### src/rtl/fft_pkg.sv
// Shared definitions for the FFT frame sequencer: default widths,
// complex word layout and sequencer state encoding.
package fft_pkg;

  localparam int FFT_N_LOG2 = 6;
  localparam int FFT_DW     = 16;

  typedef struct packed {
    logic signed [FFT_DW-1:0] re;
    logic signed [FFT_DW-1:0] im;
  } cplx_t;

  typedef enum logic [2:0] {
    FILL,
    LOAD,
    START,
    WAIT,
    DRAIN
  } seq_state_t;

endpackage

### src/rtl/fft_frame_sequencer_if.sv
// Load/start/done handshake between the frame sequencer and the FFT core.
interface fft_frame_sequencer_if
  import fft_pkg::*;
#(
  parameter int N_LOG2 = FFT_N_LOG2,
  parameter int DW     = FFT_DW
) ();

  logic              fft_load;
  logic              fft_start;
  logic [N_LOG2-1:0] fft_adr;
  logic [2*DW-1:0]   fft_rd;
  logic              fft_done;
  logic [2*DW-1:0]   fft_wd;

  modport master (
    output fft_load, fft_start, fft_adr, fft_rd,
    input  fft_done, fft_wd
  );

  modport slave (
    input  fft_load, fft_start, fft_adr, fft_rd,
    output fft_done, fft_wd
  );

endinterface

### src/rtl/fft_frame_buffer.sv
// Circular sample history: N x DW simple dual-port RAM, one write port and
// a registered read port (no read reset, so it maps onto a block RAM).
module fft_frame_buffer
  import fft_pkg::*;
#(
  parameter int AW = FFT_N_LOG2,
  parameter int DW = FFT_DW
) (
  input  logic          clk,
  input  logic          we,
  input  logic [AW-1:0] waddr,
  input  logic [DW-1:0] wdata,
  input  logic [AW-1:0] raddr,
  output logic [DW-1:0] rdata
);

  logic [DW-1:0] mem [0:(1<<AW)-1];

  // Synchronous write and registered read
  always_ff @(posedge clk) begin
    if (we) mem[waddr] <= wdata;
    rdata <= mem[raddr];
  end

endmodule

### src/rtl/fft_frame_sequencer.sv
// Frames a real sample stream into overlapping N-point frames, loads them
// into the FFT core, and streams the returned bins with |X|^2.
module fft_frame_sequencer
  import fft_pkg::*;
#(
  parameter int N_LOG2 = FFT_N_LOG2,
  parameter int DW     = FFT_DW,
  parameter int HOP    = 32
) (
  input  logic                 slow_clk,
  input  logic                 reset,
  input  logic                 sample_valid,
  input  logic signed [DW-1:0] sample_in,
  output logic                 sample_ready,
  output logic                 overrun,
  fft_frame_sequencer_if.master core,
  output logic                 bin_valid,
  output logic [N_LOG2-1:0]    bin_idx,
  output logic signed [DW-1:0] bin_re,
  output logic signed [DW-1:0] bin_im,
  output logic [2*DW:0]        bin_mag,
  output logic                 bin_last
);

  localparam logic [N_LOG2:0] N_CNT   = (N_LOG2+1)'(1 << N_LOG2);
  localparam logic [N_LOG2:0] HOP_CNT = (N_LOG2+1)'(HOP);

  seq_state_t          state;
  logic [N_LOG2-1:0]   wptr, wptr_nxt, frz, rd_addr, adr_q, bin_k;
  logic [N_LOG2:0]     fill_cnt, fill_nxt, hop_cnt, hop_nxt;
  logic                accept, frame_ready, load_q, start_q, last_q;
  logic [DW-1:0]       rd_data;
  logic signed [DW-1:0]   wd_re, wd_im;
  logic signed [2*DW-1:0] re_sq, im_sq;
  logic [2*DW:0]       mag_nxt;

  fft_frame_buffer #(.AW(N_LOG2), .DW(DW)) u_buf (
    .clk   (slow_clk),
    .we    (accept),
    .waddr (wptr),
    .wdata (sample_in),
    .raddr (rd_addr),
    .rdata (rd_data)
  );

  // Next counter values and the one-cycle-early buffer read address
  always_comb begin
    accept   = sample_valid & sample_ready;
    wptr_nxt = wptr;
    fill_nxt = fill_cnt;
    hop_nxt  = hop_cnt;
    if (accept) begin
      wptr_nxt = wptr + 1'b1;
      if (fill_cnt != N_CNT) fill_nxt = fill_cnt + 1'b1;
      if (hop_cnt != N_CNT)  hop_nxt  = hop_cnt + 1'b1;
    end
    frame_ready = (fill_nxt == N_CNT) && (hop_nxt >= HOP_CNT);
    rd_addr     = (state == LOAD) ? frz + adr_q + 1'b1 : wptr_nxt;
  end

  // Magnitude squared of the incoming core word at full width
  always_comb begin
    wd_re   = core.fft_wd[2*DW-1:DW];
    wd_im   = core.fft_wd[DW-1:0];
    re_sq   = (2*DW)'(wd_re) * (2*DW)'(wd_re);
    im_sq   = (2*DW)'(wd_im) * (2*DW)'(wd_im);
    mag_nxt = {1'b0, re_sq} + {1'b0, im_sq};
  end

  // Sequencer FSM, counters and registered outputs
  always_ff @(posedge slow_clk) begin
    if (!reset) begin
      state        <= FILL;
      wptr         <= '0;
      fill_cnt     <= '0;
      hop_cnt      <= '0;
      frz          <= '0;
      adr_q        <= '0;
      bin_k        <= '0;
      load_q       <= 1'b0;
      start_q      <= 1'b0;
      last_q       <= 1'b0;
      sample_ready <= 1'b1;
      overrun      <= 1'b0;
      bin_valid    <= 1'b0;
      bin_idx      <= '0;
      bin_re       <= '0;
      bin_im       <= '0;
      bin_mag      <= '0;
    end else begin
      bin_valid <= 1'b0;
      last_q    <= 1'b0;
      start_q   <= 1'b0;
      if (sample_valid && !sample_ready) overrun <= 1'b1;
      wptr     <= wptr_nxt;
      fill_cnt <= fill_nxt;
      hop_cnt  <= hop_nxt;
      unique case (state)
        FILL: begin
          if (frame_ready) begin
            state        <= LOAD;
            hop_cnt      <= '0;
            frz          <= wptr_nxt;
            adr_q        <= '0;
            load_q       <= 1'b1;
            sample_ready <= 1'b0;
          end
        end
        LOAD: begin
          if (&adr_q) begin
            state        <= START;
            adr_q        <= '0;
            load_q       <= 1'b0;
            start_q      <= 1'b1;
            sample_ready <= 1'b1;
          end else begin
            adr_q <= adr_q + 1'b1;
          end
        end
        START: state <= WAIT;
        WAIT: begin
          if (core.fft_done) begin
            bin_valid <= 1'b1;
            bin_idx   <= '0;
            bin_re    <= wd_re;
            bin_im    <= wd_im;
            bin_mag   <= mag_nxt;
            bin_k     <= {{(N_LOG2-1){1'b0}}, 1'b1};
            state     <= DRAIN;
          end
        end
        DRAIN: begin
          if (core.fft_done) begin
            bin_valid <= 1'b1;
            bin_idx   <= bin_k;
            bin_re    <= wd_re;
            bin_im    <= wd_im;
            bin_mag   <= mag_nxt;
            bin_k     <= bin_k + 1'b1;
            if (&bin_k) begin
              last_q <= 1'b1;
              state  <= FILL;
            end
          end else begin
            state <= FILL;
          end
        end
        default: state <= FILL;
      endcase
    end
  end

  // An early done drop is only seen while the previous bin is already on the
  // outputs, so that bin is flagged last combinationally from fft_done.
  assign bin_last = last_q | (bin_valid && (state == DRAIN) && !core.fft_done);

  assign core.fft_load  = load_q;
  assign core.fft_start = start_q;
  assign core.fft_adr   = adr_q;
  assign core.fft_rd    = load_q ? {rd_data, {DW{1'b0}}} : '0;

endmodule
### src/flat_wrapper.sv
// flat-port wrapper written by rule: the top's interface ports become plain ports
module fft_frame_sequencer_flat import fft_pkg::*;
#(
  parameter int N_LOG2 = FFT_N_LOG2,
  parameter int DW     = FFT_DW,
  parameter int HOP    = 32
)
  (slow_clk, reset, sample_valid, sample_in, sample_ready, overrun, bin_valid, bin_idx, bin_re, bin_im, bin_mag, bin_last, core_fft_load, core_fft_start, core_fft_adr, core_fft_rd, core_fft_done, core_fft_wd);
  fft_frame_sequencer_if #(.N_LOG2(N_LOG2), .DW(DW)) core_i ();
  input  logic slow_clk;
  input  logic reset;
  input  logic sample_valid;
  input  logic signed [DW-1:0] sample_in;
  output logic sample_ready;
  output logic overrun;
  output logic bin_valid;
  output logic [N_LOG2-1:0] bin_idx;
  output logic signed [DW-1:0] bin_re;
  output logic signed [DW-1:0] bin_im;
  output logic [2*DW:0] bin_mag;
  output logic bin_last;
  output wire logic [$bits(core_i.fft_load)-1:0] core_fft_load;
  output wire logic [$bits(core_i.fft_start)-1:0] core_fft_start;
  output wire logic [$bits(core_i.fft_adr)-1:0] core_fft_adr;
  output wire logic [$bits(core_i.fft_rd)-1:0] core_fft_rd;
  input wire logic [$bits(core_i.fft_done)-1:0] core_fft_done;
  input wire logic [$bits(core_i.fft_wd)-1:0] core_fft_wd;
  assign core_fft_load = core_i.fft_load;
  assign core_fft_start = core_i.fft_start;
  assign core_fft_adr = core_i.fft_adr;
  assign core_fft_rd = core_i.fft_rd;
  assign core_i.fft_done = core_fft_done;
  assign core_i.fft_wd = core_fft_wd;
  fft_frame_sequencer #(.N_LOG2(N_LOG2), .DW(DW), .HOP(HOP)) u_core (.slow_clk(slow_clk), .reset(reset), .sample_valid(sample_valid), .sample_in(sample_in), .sample_ready(sample_ready), .overrun(overrun), .core(core_i), .bin_valid(bin_valid), .bin_idx(bin_idx), .bin_re(bin_re), .bin_im(bin_im), .bin_mag(bin_mag), .bin_last(bin_last));
endmodule
### config.mk
export PLATFORM = sky130hd
export DESIGN_NAME = fft_frame_sequencer_flat
export DESIGN_NICKNAME = d
export VERILOG_FILES = /design/src/rtl/fft_pkg.sv /design/src/rtl/fft_frame_sequencer_if.sv /design/src/rtl/fft_frame_buffer.sv /design/src/rtl/fft_frame_sequencer.sv /design/src/flat_wrapper.sv
export SDC_FILE = /design/constraint.sdc
export NUM_CORES = 2
export LEC_CHECK = 0
export CAP_MARGIN = 40
export CORE_UTILIZATION = 55
export CTS_BUF_LIST = sky130_fd_sc_hd__clkbuf_4
export DETAILED_ROUTE_END_ITERATION = 7
export DONT_BUFFER_PORTS = 1
export MAX_ROUTING_LAYER = met4
export PLACE_DENSITY_LB_ADDON = 0.25
export SYNTH_ARGS = -nofsm -noshare
export SYNTH_HDL_FRONTEND = slang
export SYNTH_SLANG_ARGS = --single-unit
### constraint.sdc
create_clock -name slow_clk -period 8.6 [get_ports slow_clk]
set_input_delay 1.72 -clock slow_clk [delete_from_list [all_inputs] [get_ports slow_clk]]
set_output_delay 1.72 -clock slow_clk [all_outputs]
set_load 0.005 [all_outputs]
==> summary.md <==
| Metric | Value |
|---|---|
| Die W | `343 um` |
| Top FF cell, synth | `edfxtp_1` |
| Via density | `roughly 5.7` |
| Die area | `about 0.12 mm^2` |
| Largest net degree at the start of global routing | `139` |
| Tcrit/Tclk final | `0.905` |
| Avg Cell Area, Syn | `14.1 um^2` |
| Layout area overhead | `10.6%` |
| EDFF count, synth | `1024` |
| Post-CTS resize count | `0` |
| Initial antenna violation count | `4` |
| H-tree depth | `5` |
| Ys async rst share | `0` |
| Share of post-route cells with drive strength above 1 | `0.206` |
| Hold WS | `0.470 ns` |
| Startpoint types | `primary input` |
| RSZ-0062 raised after global routing | `false` |
| ANT nets after route | `0` |
| Number of buffers created by CTS | `between 300 and 400` |
| Final net count | `5691` |
| WL/cell | `22.1 um` |
| Die Y | `about 340 um` |
| Setup TNS | `0 ns` |
| Top cell by count, worst path | `fa_1` |
| Dpl hpwl | `98600 um` |
| Postcts setup bufs | `0` |
| I/O Buffers | `0` |
| Relative slew slack | `0.386` |
| Synth Register Bits | `1158` |
| Worst Setup Path Type | `primary input to register` |
| Synth Warn # | `0` |
| Initial Utilization | `0.558` |
| Total track usage | `0.266` |
| Rows | `124` |
| Grt total ovfl | `0` |
| Via count | `37500` |
| Max-cap violations | `0` |
| Root Driver | `clkbuf_4` |
| Crit path time final | `~8 ns` |
| Hold crit path type | `register to register` |
| Sequential area share after synthesis | `0.522` |
| GP Congestion | `about 0.9` |
| Number of DRC markers in iteration 0 | `2676` |
| Worst Path Arrival | `8.77 ns` |
| Fin. max-slew vios | `0` |
| Commonest non-fill, non-tap cell in the layout | `edfxtp_1` |
| Clock latency on the worst-skew pair | `1.19 ns` |
| Vias in the first global route | `39900` |
| Clock tree buffer depth | `4` |
| Hold_sp | `u_core.bin_re[1]` |
| Boundary Pins | `167` |
| Synth Cell Area | `about 0.064 mm^2` |
| Cells on Worst Hold Path | `2` |
| Wire length of the first global-routing pass | `227000 um` |
| Hold Vio Cnt, Final | `0` |
| 1st-pass router iterations | `7` |
| Crit end category | `register` |
| Mapped Cells | `4541` |
| Worst Hold End | `u_core.bin_re[1]` |
| FF-to-FF Start | `u_core.core.fft_adr[0]` |
| Sink Count | `1158` |
| R2R depth | `12` |
| TritonCTS clock tree | `built` |
| DRC | `0` |
| Core ar. | `0.115 mm^2` |
| Achievable Freq | `0.129 GHz` |
| Post-Route WL | `~150000 um` |
| CP max FO | `15` |
| Fin Clk Skew | `0.0895 ns` |
| Worst-Margin Slew | `~0.92 ns` |
| Slowest CP cell | `fa_1` |
| FF-to-FF End | `u_core.u_buf.rdata[1]` |
| Max stage delay on crit path | `0.52 ns` |
| Status | `completed` |
| Cell variety after synth | `75` |
| CTS Hold Bufs | `0` |
| CTS clock-pin slew for the worst setup and hold paths | `0.06 ns` |
| Flop-to-flop setup slack | `3.97 ns` |
| Setup violators final | `0` |
| Worst Path Required | `9.58 ns` |
| Most frequent cells in the layout | `edfxtp_1 (1024), inv_1 (671), fa_1 (476), clkbuf_4 (417), nand2_1 (345)` |
-- registers in the layout (all words and copies together), names as in the netlist, 7 cells and up --
register            flops
u_core.bin_mag         33
u_core.bin_re          16
u_core.hop_cnt          7
u_core.bin_im          16
u_core.fill_cnt         7
u_core.u_buf.rdata     16
u_core.u_buf.mem     1024
-- cells by family after synthesis --
kind of cell | count (synthesis) | synth area share
flops | 1158 | 0.522
compound gates | 496 | 0.0509
mux | 330 | 0.102
fa+ha+maj | 692 | 0.191
other cells | 1 | 0.0000586
buf+inv | 869 | 0.0545
xor+xnor | 119 | 0.0163
simple gates | 876 | 0.0622
-- synth_stat cells, types with 17 or more instances --
cell / instances / area share
nor2b_1: 20 / 0.0020
nand2_1: 345 / 0.020
a211oi_1: 17 / 0.0020
nor2_1: 245 / 0.014
dfxtp_1: 134 / 0.042
mux2_2: 34 / 0.0060
buf_4: 41 / 0.0048
mux2i_1: 38 / 0.0059
clkbuf_1: 99 / 0.0058
o21ai_0: 65 / 0.0051
inv_1: 674 / 0.040
xnor2_1: 78 / 0.011
nor3_1: 24 / 0.0019
edfxtp_1: 1024 / 0.48
and2_1: 110 / 0.011
a21oi_1: 171 / 0.013
nand3_1: 35 / 0.0027
o22ai_1: 17 / 0.0017
buf_2: 47 / 0.0037
nand2b_1: 22 / 0.0022
a22oi_1: 66 / 0.0077
fa_1: 478 / 0.15
o21a_1: 17 / 0.0020
xor2_1: 41 / 0.0056
a21o_1: 38 / 0.0045
mux4_2: 256 / 0.090
ha_1: 214 / 0.042
-- metrics by stage --
| step | util | cells | area (um^2) | worst slack [ns] |
|---|---|---|---|---|
| floorplan | - | 4556 | 64200 | 0.00491 |
| global placement | 0.585 | 6142 | 67200 | -0.240 |
| detailed placement | 0.586 | 6150 | 67300 | -0.272 |
| CTS | 0.616 | 6621 | 70800 | 1.00 |
| global route | 0.616 | 6627 | 70800 | 0.373 |
| finish | 0.617 | 6629 | 70800 | 0.819 |
-- routing by layer --
layer,part of all wire,track usage,vias up
met5,0,-,-
met4,0.033,0.104,0
met3,0.070,0.0516,267
met2,0.52,0.447,1393
met1,0.38,0.318,19000
li1,-,-,16900
-- area by class of cell --
type	count	area [um^2]
multi-input cells	2529	27300
clock buffers	417	3130
diodes	8	20.0
clock inverters	54	320
inverters	674	2530
fillers	8735	44000
repair buffers	277	2170
flip-flops and latches	1158	33400
well taps	1512	1890
-- worst max-delay path, delay by kind of cell --
family / cells / cell delay, ns
XOR/XNOR: 2 / 0.23
AO/OA/AOI/OAI: 11 / 2.09
adder cells (fa/ha/maj): 8 / 3.58
AND/OR/NAND/NOR: 5 / 0.65
buffers and inverters: 6 / 0.49
-- how the worst max path moves through the flow --
stage	from	end	slack, ns
finish	core_fft_wd[23]	u_core.bin_mag[31]	0.82
global route	core_fft_wd[25]	u_core.bin_mag[31]	0.37
CTS	core_fft_wd[23]	u_core.bin_mag[31]	1.00
detailed placement	core_fft_wd[9]	u_core.bin_mag[30]	-0.27
global placement	core_fft_wd[19]	u_core.bin_mag[30]	-0.24
floorplan	core_fft_wd[15]	u_core.bin_mag[30]	0.005
Power is left out: the tool's default activity adds up to more than one toggle a clock period on the data nets, which glitch-free logic cannot reach.
